--- src/rtl/shift_conv_engine.sv ---
// shift_conv_engine
//   K x K multiplier-free convolution engine. Every weight is a power-of-two
//   shift plus a sign bit, so each tap costs a shifter and an optional negate.
//   Pixel columns stream in through a valid/ready handshake into a K-column
//   sliding window. Each complete window goes through a registered term stage
//   and a registered sum/post-process stage. A segment FSM sequences one row:
//   it fills the window, runs, then drains the pipeline.
//
// Ports
//   clk        rising-edge clock
//   reset_n    asynchronous active-low reset
//   mode       post-process select, latched on start
//              (bit0: ReLU, bit1: signed saturate)
//   start      single-cycle pulse that begins a segment (IDLE only)
//   row_len    columns in the segment, latched on start, clamped up to K
//   wt_we      weight write strobe (IDLE only)
//   wt_addr    weight index r*K+c; indices >= K*K are dropped
//   wt_data    {sign, shift}
//   in_valid   column valid
//   in_ready   engine accepts a column this cycle
//   in_col     column pixels; row r at [r*DW +: DW]
//   out_valid  result valid
//   out_ready  downstream accepts the result
//   out_data   convolution result
//   busy       segment in progress (any state but IDLE)
//   done       one-cycle pulse once a segment has fully drained
module shift_conv_engine #(
  parameter int K     = 3,
  parameter int DW    = 8,
  parameter int SW    = 3,
  parameter int OW    = 16,
  parameter int ACC_W = DW + 2**SW + $clog2(K*K)
) (
  input  logic            clk,
  input  logic            reset_n,
  input  logic [1:0]      mode,
  input  logic            start,
  input  logic [7:0]      row_len,
  input  logic            wt_we,
  input  logic [5:0]      wt_addr,
  input  logic [SW:0]     wt_data,
  input  logic            in_valid,
  output logic            in_ready,
  input  logic [K*DW-1:0] in_col,
  output logic            out_valid,
  input  logic            out_ready,
  output logic [OW-1:0]   out_data,
  output logic            busy,
  output logic            done
);

  typedef enum logic [1:0] {IDLE, FILL, RUN, DRAIN} state_t;

  localparam logic signed [ACC_W-1:0] SAT_MAX = {{(ACC_W-OW+1){1'b0}}, {(OW-1){1'b1}}};
  localparam logic signed [ACC_W-1:0] SAT_MIN = {{(ACC_W-OW+1){1'b1}}, {(OW-1){1'b0}}};

  state_t     state;
  logic [1:0] mode_q;
  logic [7:0] len_q;
  logic [7:0] col_cnt;
  logic [7:0] col_nxt;
  logic [SW:0] wt [K*K];

  logic [K*DW-1:0]          win_p0 [K];
  logic                     vld_p0;
  logic signed [ACC_W-1:0]  terms_p1 [K*K];
  logic                     vld_p1;
  logic signed [ACC_W-1:0]  sum_p1;

  logic stall;
  logic accept;
  logic issue;
  logic drained;

  // Shift the pixel by the weight's shift field, then apply the sign.
  function automatic logic signed [ACC_W-1:0] shift_term(input logic [DW-1:0] pix,
                                                         input logic [SW:0]   w);
    logic [ACC_W-1:0] mag;
    mag = {{(ACC_W-DW){1'b0}}, pix} << w[SW-1:0];
    return w[SW] ? -$signed(mag) : $signed(mag);
  endfunction

  function automatic logic [OW-1:0] sat_signed(input logic signed [ACC_W-1:0] v);
    if (v > SAT_MAX)      return SAT_MAX[OW-1:0];
    else if (v < SAT_MIN) return SAT_MIN[OW-1:0];
    else                  return v[OW-1:0];
  endfunction

  // ReLU first, then either saturate or wrap to OW bits. ReLU followed by
  // signed saturation naturally lands in [0, 2^(OW-1)-1].
  function automatic logic [OW-1:0] post_proc(input logic signed [ACC_W-1:0] s,
                                              input logic [1:0]              m);
    logic signed [ACC_W-1:0] v;
    v = (m[0] && s < 0) ? '0 : s;
    if (m[1]) return sat_signed(v);
    return v[OW-1:0];
  endfunction

  assign stall    = out_valid && !out_ready;
  assign in_ready = (state == FILL || state == RUN) && !stall;
  assign accept   = in_valid && in_ready;
  assign col_nxt  = col_cnt + 8'd1;
  // The K-th column and every later one completes a window.
  assign issue    = accept && (col_nxt >= 8'(K));
  assign drained  = !vld_p0 && !vld_p1 && (!out_valid || out_ready);
  assign busy     = (state != IDLE);

  // Segment control and weight storage
  always_ff @(posedge clk or negedge reset_n) begin
    if (!reset_n) begin
      state   <= IDLE;
      mode_q  <= '0;
      len_q   <= '0;
      col_cnt <= '0;
      done    <= 1'b0;
      for (int i = 0; i < K*K; i++) wt[i] <= '0;
    end else begin
      done <= 1'b0;
      case (state)
        IDLE: begin
          if (wt_we) begin
            for (int i = 0; i < K*K; i++)
              if (wt_addr == 6'(i)) wt[i] <= wt_data;
          end
          if (start) begin
            mode_q  <= mode;
            len_q   <= (row_len < 8'(K)) ? 8'(K) : row_len;
            col_cnt <= '0;
            state   <= FILL;
          end
        end
        FILL, RUN: begin
          if (accept) begin
            col_cnt <= col_nxt;
            if (col_nxt == len_q)     state <= DRAIN;
            else if (col_nxt == 8'(K)) state <= RUN;
          end
        end
        DRAIN: begin
          if (drained) begin
            state <= IDLE;
            done  <= 1'b1;
          end
        end
        default: state <= IDLE;
      endcase
    end
  end

  // Sum of all taps; ACC_W is wide enough that this never overflows.
  always_comb begin
    sum_p1 = '0;
    for (int i = 0; i < K*K; i++) sum_p1 = sum_p1 + terms_p1[i];
  end

  always_ff @(posedge clk or negedge reset_n) begin
    if (!reset_n) begin
      vld_p0    <= 1'b0;
      vld_p1    <= 1'b0;
      out_valid <= 1'b0;
      out_data  <= '0;
      for (int c = 0; c < K; c++)   win_p0[c]   <= '0;
      for (int i = 0; i < K*K; i++) terms_p1[i] <= '0;
    end else begin
      // ---- p0: sliding window, column 0 oldest ----
      if (accept) begin
        for (int c = 0; c < K-1; c++) win_p0[c] <= win_p0[c+1];
        win_p0[K-1] <= in_col;
      end
      if (!stall) begin
        vld_p0 <= issue;
        // ---- p1: per-tap shifted/negated terms ----
        vld_p1 <= vld_p0;
        if (vld_p0) begin
          for (int r = 0; r < K; r++)
            for (int c = 0; c < K; c++)
              terms_p1[r*K+c] <= shift_term(win_p0[c][r*DW +: DW], wt[r*K+c]);
        end
        // ---- p2: summed, post-processed result ----
        out_valid <= vld_p1;
        if (vld_p1) out_data <= post_proc(sum_p1, mode_q);
      end
    end
  end

endmodule

--- config.mk ---
export PLATFORM = sky130hd
export DESIGN_NAME = shift_conv_engine
export DESIGN_NICKNAME = d
export VERILOG_FILES = /design/src/rtl/shift_conv_engine.sv
export SDC_FILE = /design/constraint.sdc
export NUM_CORES = 1
export LEC_CHECK = 0
export CAP_MARGIN = 10
export CORE_ASPECT_RATIO = 1.75
export CORE_UTILIZATION = 33
export CTS_CLUSTER_SIZE = 28
export DETAILED_ROUTE_END_ITERATION = 8
export GPL_ROUTABILITY_DRIVEN = 0
export HOLD_SLACK_MARGIN = 0.08
export PLACE_DENSITY = 0.49
export SYNTH_ARGS = -nofsm -noshare
export SYNTH_HDL_FRONTEND = slang
export SYNTH_SLANG_ARGS = --single-unit
--- constraint.sdc ---
create_clock -name clk -period 9.9 [get_ports clk]
set_clock_uncertainty 0.15 [all_clocks]
set_input_delay 1.485 -clock clk [delete_from_list [all_inputs] [get_ports clk]]
set_output_delay 1.485 -clock clk [all_outputs]
set_load 0.02 [all_outputs]
==> flow_metrics.tcl, run 1 <==
set metrics [dict create \
    grt_pass1_wl_mm 106 \
    startpoint "terms_p1[3]" \
    nNetsFinal 2580 \
    final_core_util 0.374 \
    synthToLayoutAreaGrowth_pct 11.8 \
    worstMarginPinSlew_ps 1160 \
    hold_class "flip-flop to flip-flop" \
    die_area_um2 70700 \
    drtAntennaViolNets 0 \
    detail_route.iter0.violations 836 \
    final_cell_count_no_fill 3298 \
    fin_crit_sh 0.590 \
    post_synth_inst_count 2373 \
    layout_common_cells "328 x dfrtp_1, 274 x nand2_1, 214 x inv_1" \
    slew-limit-headroom 0.228 \
    start_util 0.334 \
    grt_pass1_vias 17500 \
    io_buffers 69 \
    vias 16900 \
    finalSetupTns_ps 0 \
    cts_max_level 2 \
    path_clk_slew_ps 70 \
    routed_via_density 5.13 \
    setup_viol 0 \
    antennaDiodeCount 0 \
    dpl.cell_count 3232 \
    postCtsHoldBufs 0 \
    tritoncts "done" \
    cp.required_ps 10210 \
    syn_nets 2585 \
    drc_errors 0 \
    fmax_mhz 171 \
    syn_area_um2 23000 \
    path_class "flip-flop to flip-flop" \
    die_h_um 351 \
    grt_max_degree 155 \
    syn-mean-instance-area_um2 9.67 \
    clock_sinks 328 \
    overflow 0 \
    antenna_found_initial 3 \
    rrSetupSlack_ps 4060 \
    crit_arrival_ps 6150 \
    io_pins 70 \
    cts_resized 0 \
    drt_first_pass_iters 5 \
    synth_cell_types 79 \
    cts_root_buf "clkbuf_16" \
    grt_usage 0.196 \
    hp-start "terms_p1[15]" \
    rsz0062_at_grt "no" \
    postSynth.asyncResetShare 1.00 \
    clock_latency_ps 560 \
    yosys_register_bits 328 \
    period_minus_slack_ps 5840 \
    yosysWarningCount 0 \
    max_cap_viol_count 0 \
    layout_commonest_cell "dfrtp_1" \
    rows 127 \
    synth_edf_count 0 \
    clk_path_buf_depth 3 \
    cts_setup_buffers 0 \
    ys_seq_area_frac 0.358 \
    final_max_slew_viol_count 0 \
    cp-start-kind "flip-flop" \
    synthFlopType "dfrtp_1" \
    cp_max_fo 15 \
    routed_wl_mm 67.5 \
    post_drt_wl_per_cell_um 20.5 \
    core_area_um2 68600 \
    drive_gt1_frac 0.105 \
    timing.final.hold_violations 0 \
    cts_made_buffers 37 \
    die_w_um 201 \
    status "completed" \
    hpwlAfterDp_mm 53.1 \
    r2r_start "terms_p1[3]" \
    end_kind "flip-flop" \
]
## metal layers
metal	vias to the layer above	GRT usage	part of all wire
li1	8148	-	-
met1	8397	0.208	0.38
met2	278	0.384	0.55
met3	98	0.0174	0.024
met5	-	0	0
met4	0	0.0886	0.046
## layout make-up
type | count | area [um^2]
clock buffers | 50 | 1050
repair buffers | 76 | 761
inverters | 218 | 818
fillers | 6914 | 43000
multi-input cells | 1707 | 13500
clock inverters | 16 | 241
well taps | 903 | 1130
flip-flops and latches | 328 | 8210
## cells in the mapped netlist (33+ instances only)
| library cell | n | area share |
|---|---|---|
| mux2_2 | 139 | 0.068 |
| inv_1 | 214 | 0.035 |
| mux2i_1 | 75 | 0.033 |
| a21oi_1 | 91 | 0.020 |
| o21ai_0 | 207 | 0.045 |
| xnor2_1 | 93 | 0.035 |
| dfrtp_1 | 328 | 0.36 |
| nand2_1 | 276 | 0.045 |
| fa_1 | 129 | 0.11 |
| nand3_1 | 42 | 0.0092 |
| nor2_1 | 119 | 0.019 |
| xor2_1 | 54 | 0.021 |
| clkbuf_1 | 88 | 0.014 |
| nor2b_1 | 33 | 0.0090 |
| a21o_1 | 61 | 0.020 |
| ha_1 | 33 | 0.018 |
## state kept, by name (all words and copies together), names as in the netlist
register   flops
state          2
vld_p0         1
out_data      16
mode_q         2
terms_p1     180
win_p0        72
out_valid      1
len_q          8
vld_p1         1
done           1
wt            36
col_cnt        8
## logic make-up after synthesis
family          Yosys count  synth area share
compound gates          544             0.149
buf+inv                 338            0.0565
xor+xnor                147            0.0561
fa+ha+maj               162             0.131
flops                   328             0.358
simple gates            612             0.123
mux                     242             0.128
## final timing paths
kind | end | cells past startpoint
max in group asynchronous | len_q[3] | 2
worst max-delay path | out_data[1] | 17
worst max register to register | out_data[1] | 17
worst min-delay path | terms_p1[15] | 1
worst min register to register | terms_p1[15] | 1
min in group asynchronous | win_p0[14] | 1
## through the flow
stage | area (um^2) | hold slack (ps) | setup slack [ps]
after floorplan | 23000 | 299 | 4840
after global placement | 24400 | 313 | 4200
after detailed placement | 24400 | 318 | 4090
after CTS | 25700 | 332 | 4040
after global routing | 25700 | 337 | 3670
final | 25700 | 328 | 4060
## critical path: stages, from the launching register on
cell,delay [ps]
dfrtp_1,350
inv_1,70
fa_1,540
inv_1,60
fa_1,550
fa_1,550
inv_1,50
fa_1,600
inv_1,60
ha_1,290
a211oi_1,90
o21ai_0,280
or3b_1,410
a21oi_1,270
o2111a_1,220
o21ai_0,80
a21oi_1,900
a221o_1,220
Power of run 1 is left out: the tool's default activity adds up to more than one toggle a clock period on the data nets, which glitch-free logic cannot reach.
==> run 2, diff against run 1 <==
--- a/config.mk
+++ b/config.mk
@@ -12,7 +12,7 @@
 export DETAILED_ROUTE_END_ITERATION = 8
 export GPL_ROUTABILITY_DRIVEN = 0
 export HOLD_SLACK_MARGIN = 0.08
-export PLACE_DENSITY = 0.49
+export PLACE_DENSITY = 0.51
 export SYNTH_ARGS = -nofsm -noshare
 export SYNTH_HDL_FRONTEND = slang
 export SYNTH_SLANG_ARGS = --single-unit
==> constraint.sdc (replaced) <==
create_clock -name clk -period 5.05 [get_ports clk]
set_clock_uncertainty 0.15 [all_clocks]
set_input_delay 0.7575 -clock clk [delete_from_list [all_inputs] [get_ports clk]]
set_output_delay 0.7575 -clock clk [all_outputs]
set_load 0.02 [all_outputs]
==> run 2 against run 1 <==
Against the previous run:
- the run now ends with negative setup slack left
- routed wire length rose by 1.7%
- core utilization grew 1.2 points
- via count increased by 2.1%
- critical path depth is 1 lower
- fmax up 15%
- global-route usage grew 0.20 points
- critical endpoint is now out_data[11]
- largest cell class unchanged
- highest routed layer is now met5
==> flow_metrics.tcl, run 2 (synthesis results as in run 1) <==
set metrics [dict create \
    io_buffers 69 \
    nNetsFinal 2655 \
    tritoncts "done" \
    clock_sinks 328 \
    clock_latency_ps 570 \
    vias 17300 \
    fmax_mhz 197 \
    cts_max_level 2 \
    met3_usage 0.0179 \
    layout_common_cells "327 x dfrtp_1, 272 x nand2_1, 208 x inv_1" \
    cts_root_buf "clkbuf_16" \
    postCtsHoldBufs 0 \
    dpl_cell_area_um2 24900 \
    die_w_um 201 \
    hold_class "input port to async pin" \
    die_h_um 351 \
    overflow 0 \
    fillers 6929 \
    worstMarginPinSlew_ps 978 \
    status "finished with violations" \
    start_util 0.334 \
    r2r_cells 16 \
    grt_pass1_wl_mm 107 \
    grt_pass1_vias 18000 \
    die_area_um2 70700 \
    use_met1 0.209 \
    setup_viol 15 \
    grt_max_degree 149 \
    layout_commonest_cell "dfrtp_1" \
    synthToLayoutAreaGrowth_pct 15.4 \
    slowest_delay_ps 590 \
    r2r_end "out_data[11]" \
    cts_made_buffers 36 \
    routed_via_density 5.13 \
    multiInputGateArea_um2 13700 \
    layout_setup_ws_ps -33.9 \
    timing.final.hold_violations 0 \
    finalSetupTns_ps -330 \
    violations "negative setup slack" \
    rows 127 \
    detail_route.iter0.violations 828 \
    path_clk_slew_ps 60 \
    path_class "flip-flop to flip-flop" \
    whs_ps 27.7 \
    rrSetupSlack_ps -30 \
    end_kind "flip-flop" \
    antenna_found_initial 3 \
    final_area_um2 26500 \
    rsz0062_at_grt "yes" \
    slew-limit-headroom 0.343 \
    routed_wl_mm 68.7 \
    largest_register "terms_p1" \
    drtAntennaViolNets 0 \
    drc_errors 0 \
    drive_gt1_frac 0.150 \
    busiest_layer "met2" \
    cp_max_fo 15 \
    use_met2 0.381 \
    hpwlAfterDp_mm 54.4 \
    grt_usage 0.198 \
    dpl.cell_count 3300 \
    period_minus_slack_ps 5080 \
    crit_slowest_cell "fa_1" \
    reg_top3 "terms_p1 (180), win_p0 (72), wt (36)" \
    fin_crit_sh 1.01 \
    drt_first_pass_iters 5 \
    r2r_start "terms_p1[168]" \
    largest_reg_flops 180 \
    cp-start-kind "flip-flop" \
    crit_arrival_ps 5360 \
    cp.required_ps 5330 \
    clk_path_buf_depth 3 \
    core_area_um2 68600 \
    antennaDiodeCount 0 \
    final_cell_count_no_fill 3372 \
    post_drt_wl_per_cell_um 20.4 \
    ff_latch_area_um2 8210 \
    path_cells "fa_1 -> fa_1 -> fa_1 -> inv_1 -> fa_1 -> inv_2 -> ha_4 -> and4_4 -> nand4_1 -> or3b_4 -> a21oi_4 -> nor4_2 -> nor3_2 -> o21ai_4 -> buf_12 -> a221o_1" \
    max_cap_viol_count 0 \
    crit_top_cell "fa_1" \
    final_max_slew_viol_count 0 \
    io_pins 70 \
]
-- run 2: changes by cell type in the layout (fill, tap and decap cells not counted), sizes merged --
| cell | delta |
|---|---|
| buf | +76 |
| bufinv | -2 |
| clkbuf | -1 |
| clkinv | +2 |
| clkinvlp | -2 |
| inv | +1 |
-- run 2: layout make-up --
type / instances / area share
sequential: 328 / 0.310
tap: 903 / 0.0427
clock inverter: 15 / 0.00746
multi-input combinational: 1707 / 0.519
timing repair buffer: 152 / 0.0518
inverter: 218 / 0.0309
clock buffer: 49 / 0.0385
-- run 2: how the worst max path moves through the flow --
stage / cells past startpoint / from / endpoint
after floorplan: 18 / terms_p1[13] / out_data[10]
after global placement: 18 / terms_p1[3] / out_data[4]
after detailed placement: 18 / terms_p1[3] / out_data[3]
after CTS: 19 / terms_p1[9] / out_data[11]
after global routing: 16 / terms_p1[168] / out_data[13]
final: 16 / terms_p1[168] / out_data[11]
-- run 2: worst max-delay path, delay by kind of cell (launching register included) --
family | cells | cell delay [ps]
fa+ha+maj | 5 | 2410
simple gates | 5 | 1110
flops | 1 | 460
compound gates | 3 | 550
buf+inv | 3 | 260
-- run 2: metal layers --
layer / wire length [um] / vias up / share of wire
met5: 13 / - / 0.00019
li1: - / 8297 / -
met1: 25600 / 8552 / 0.37
met4: 3980 / 2 / 0.058
met3: 1640 / 124 / 0.024
met2: 37400 / 307 / 0.54
-- run 2: timing repair --
item | CTS | global route
pin swaps | 25 | 38
endpoints found under the setup margin | 15 | 16
resized for setup | 29 | 29
buffers inserted | 4 | 5
-- run 2: metrics by stage --
stage | setup slack, ps | utilization
final | -33.9 | 0.386
after global routing | -207 | 0.386
after CTS | -81.2 | 0.384
after detailed placement | -695 | 0.363
after global placement | -655 | 0.363
after floorplan | 30.8 | -
Power of run 2 is left out for the same reason.
==> run 3, diff against run 2 <==
--- a/config.mk
+++ b/config.mk
@@ -10,9 +10,10 @@
 export CORE_UTILIZATION = 33
 export CTS_CLUSTER_SIZE = 28
 export DETAILED_ROUTE_END_ITERATION = 8
+export DONT_BUFFER_PORTS = 1
 export GPL_ROUTABILITY_DRIVEN = 0
 export HOLD_SLACK_MARGIN = 0.08
-export PLACE_DENSITY = 0.51
+export PLACE_DENSITY = 0.48
 export SYNTH_ARGS = -nofsm -noshare
 export SYNTH_HDL_FRONTEND = slang
 export SYNTH_SLANG_ARGS = --single-unit
==> constraint.sdc (replaced) <==
create_clock -name clk -period 6.2 [get_ports clk]
set_clock_uncertainty 0.15 [all_clocks]
set_input_delay 0.93 -clock clk [delete_from_list [all_inputs] [get_ports clk]]
set_output_delay 0.93 -clock clk [all_outputs]
set_load 0.02 [all_outputs]
==> run 3 against run 2 <==
Against the previous run:
- the run ends with negative hold slack left
- cell area decreased by 5.8%
- final cell count decreased by 4.2%
- non-clock buffer count down 146
- via count down 3.3%
- register-to-register slack better by 510 ps
- die area stayed put
==> flow_metrics.tcl, run 3 (synthesis results as in run 1) <==
set metrics [dict create \
    period_minus_slack_ps 5730 \
    worstMarginPinSlew_ps 1150 \
    slew-limit-headroom 0.232 \
    hold_class "input port to async pin" \
    end_kind "flip-flop" \
    die_area_um2 70700 \
    grt_max_degree 329 \
    cts_root_buf "clkbuf_16" \
    core_area_um2 68600 \
    post_drt_wl_per_cell_um 21.1 \
    nNetsFinal 2511 \
    start_util 0.334 \
    crit_arrival_ps 6060 \
    grt_pass1_vias 17400 \
    path_clk_slew_ps 60 \
    cts_made_buffers 38 \
    violations "negative hold slack" \
    antenna_found_initial 0 \
    overflow 0 \
    fmax_mhz 175 \
    die_h_um 351 \
    rows 127 \
    cp.required_ps 6540 \
    rsz0062_at_grt "no" \
    tritoncts "done" \
    fin_crit_sh 0.924 \
    routed_wl_mm 68.3 \
    hpwlAfterDp_mm 53.5 \
    layout_commonest_cell "dfrtp_1" \
    final_core_util 0.364 \
    largest_reg_flops 180 \
    grt_pass1_wl_mm 106 \
    drc_errors 0 \
    drt_first_pass_iters 6 \
    grt_usage 0.198 \
    io_buffers 0 \
    detail_route.iter0.violations 918 \
    timing.final.hold_violations 32 \
    reg_top3 "terms_p1 (180), win_p0 (72), wt (36)" \
    final_area_um2 25000 \
    slowest_delay_ps 790 \
    path_cells "inv_1 -> fa_1 -> inv_1 -> fa_1 -> fa_1 -> inv_1 -> fa_1 -> inv_1 -> ha_1 -> a21o_1 -> nand2_1 -> a21boi_0 -> or4b_2 -> o211ai_1 -> nand3_1 -> o21ai_1 -> a221o_1" \
    setup_viol 0 \
    layout_common_cells "328 x dfrtp_1, 274 x nand2_1, 214 x inv_1" \
    clk_path_buf_depth 3 \
    status "finished with violations" \
    drtAntennaViolNets 0 \
    vias 16700 \
    cts_max_level 2 \
    cp_max_fo 15 \
    clock_latency_ps 570 \
    crit_slowest_cell "o21ai_1" \
    finalSetupTns_ps 0 \
    cts_setup_buffers 0 \
    io_pins 70 \
    path_class "flip-flop to flip-flop" \
    routed_via_density 5.17 \
    dpl_cell_area_um2 23700 \
    die_w_um 201 \
    cp-start-kind "flip-flop" \
    largest_register "terms_p1" \
    synthToLayoutAreaGrowth_pct 8.75 \
    whs_ps -83.0 \
    final_max_slew_viol_count 0 \
    drive_gt1_frac 0.108 \
    max_cap_viol_count 0 \
    clock_sinks 328 \
]
==> run 3: cell types whose count changed in the layout (fill, tap and decap cells not counted), moves of 4 or more <==
cell             before  now
o21ai_0             201  207
fa_1                124  129
clkdlybuf4s50_1      68    0
inv_2                 6    0
a21oi_1              86   90
ha_4                  8    0
buf_4                78    5
ha_1                 24   33
inv_1               208  214
fa_2                  5    0
==> run 3: metrics by stage <==
step / cells / setup slack [ps] / hold slack (ps)
finish: 3232 / 474 / -83.0
CTS: 3230 / 321 / -127
detailed placement: 3162 / 404 / 319
global route: 3230 / 81.7 / -116
global placement: 3162 / 479 / 312
floorplan: 2373 / 1140 / 299
==> run 3: area by class of cell <==
type	count	area, um^2
Multi-Input combinational cell	1707	13500
Clock buffer	51	1070
Sequential cell	328	8210
Fill cell	6960	43700
Inverter	218	818
Antenna cell	2	5.00
Tap cell	903	1130
Timing Repair Buffer	6	57.6
Clock inverter	17	206
==> run 3: routing by layer <==
layer	part of all wire	wire, um	vias up	global-route usage
met5	0	0	-	0
met4	0.061	4130	0	0.106
met3	0.032	2160	121	0.0246
met2	0.53	36500	314	0.376
met1	0.37	25500	8276	0.211
li1	-	-	8000	-
==> run 3: worst max-delay path, delay by kind of cell, from the launching register on <==
| kind | cells | cell delay [ps] |
|---|---|---|
| flops | 1 | 350 |
| simple gates | 3 | 820 |
| compound gates | 5 | 1630 |
| fa+ha+maj | 5 | 2490 |
| buf+inv | 4 | 210 |
==> run 3: worst paths after layout <==
kind	startpoint	to	slack, ps	depth (start not counted)
worst max-delay path	terms_p1[13]	out_data[1]	470	17
worst min-delay path	reset_n	win_p0[14]	-80	0
worst max register to register	terms_p1[13]	out_data[1]	470	17
worst min register to register	terms_p1[53]	terms_p1[53]	330	2
max in group asynchronous	reset_n	win_p0[2]	5050	0
min in group clk	terms_p1[53]	terms_p1[53]	330	2
==> run 3: timing repair <==
| action | in CTS | in global routing |
|---|---|---|
| endpoints found under the setup margin | 0 | 15 |
| gates resized for setup | 0 | 1 |
| hold endpoints to repair | 328 | 328 |
Power of run 3 is left out for the same reason.
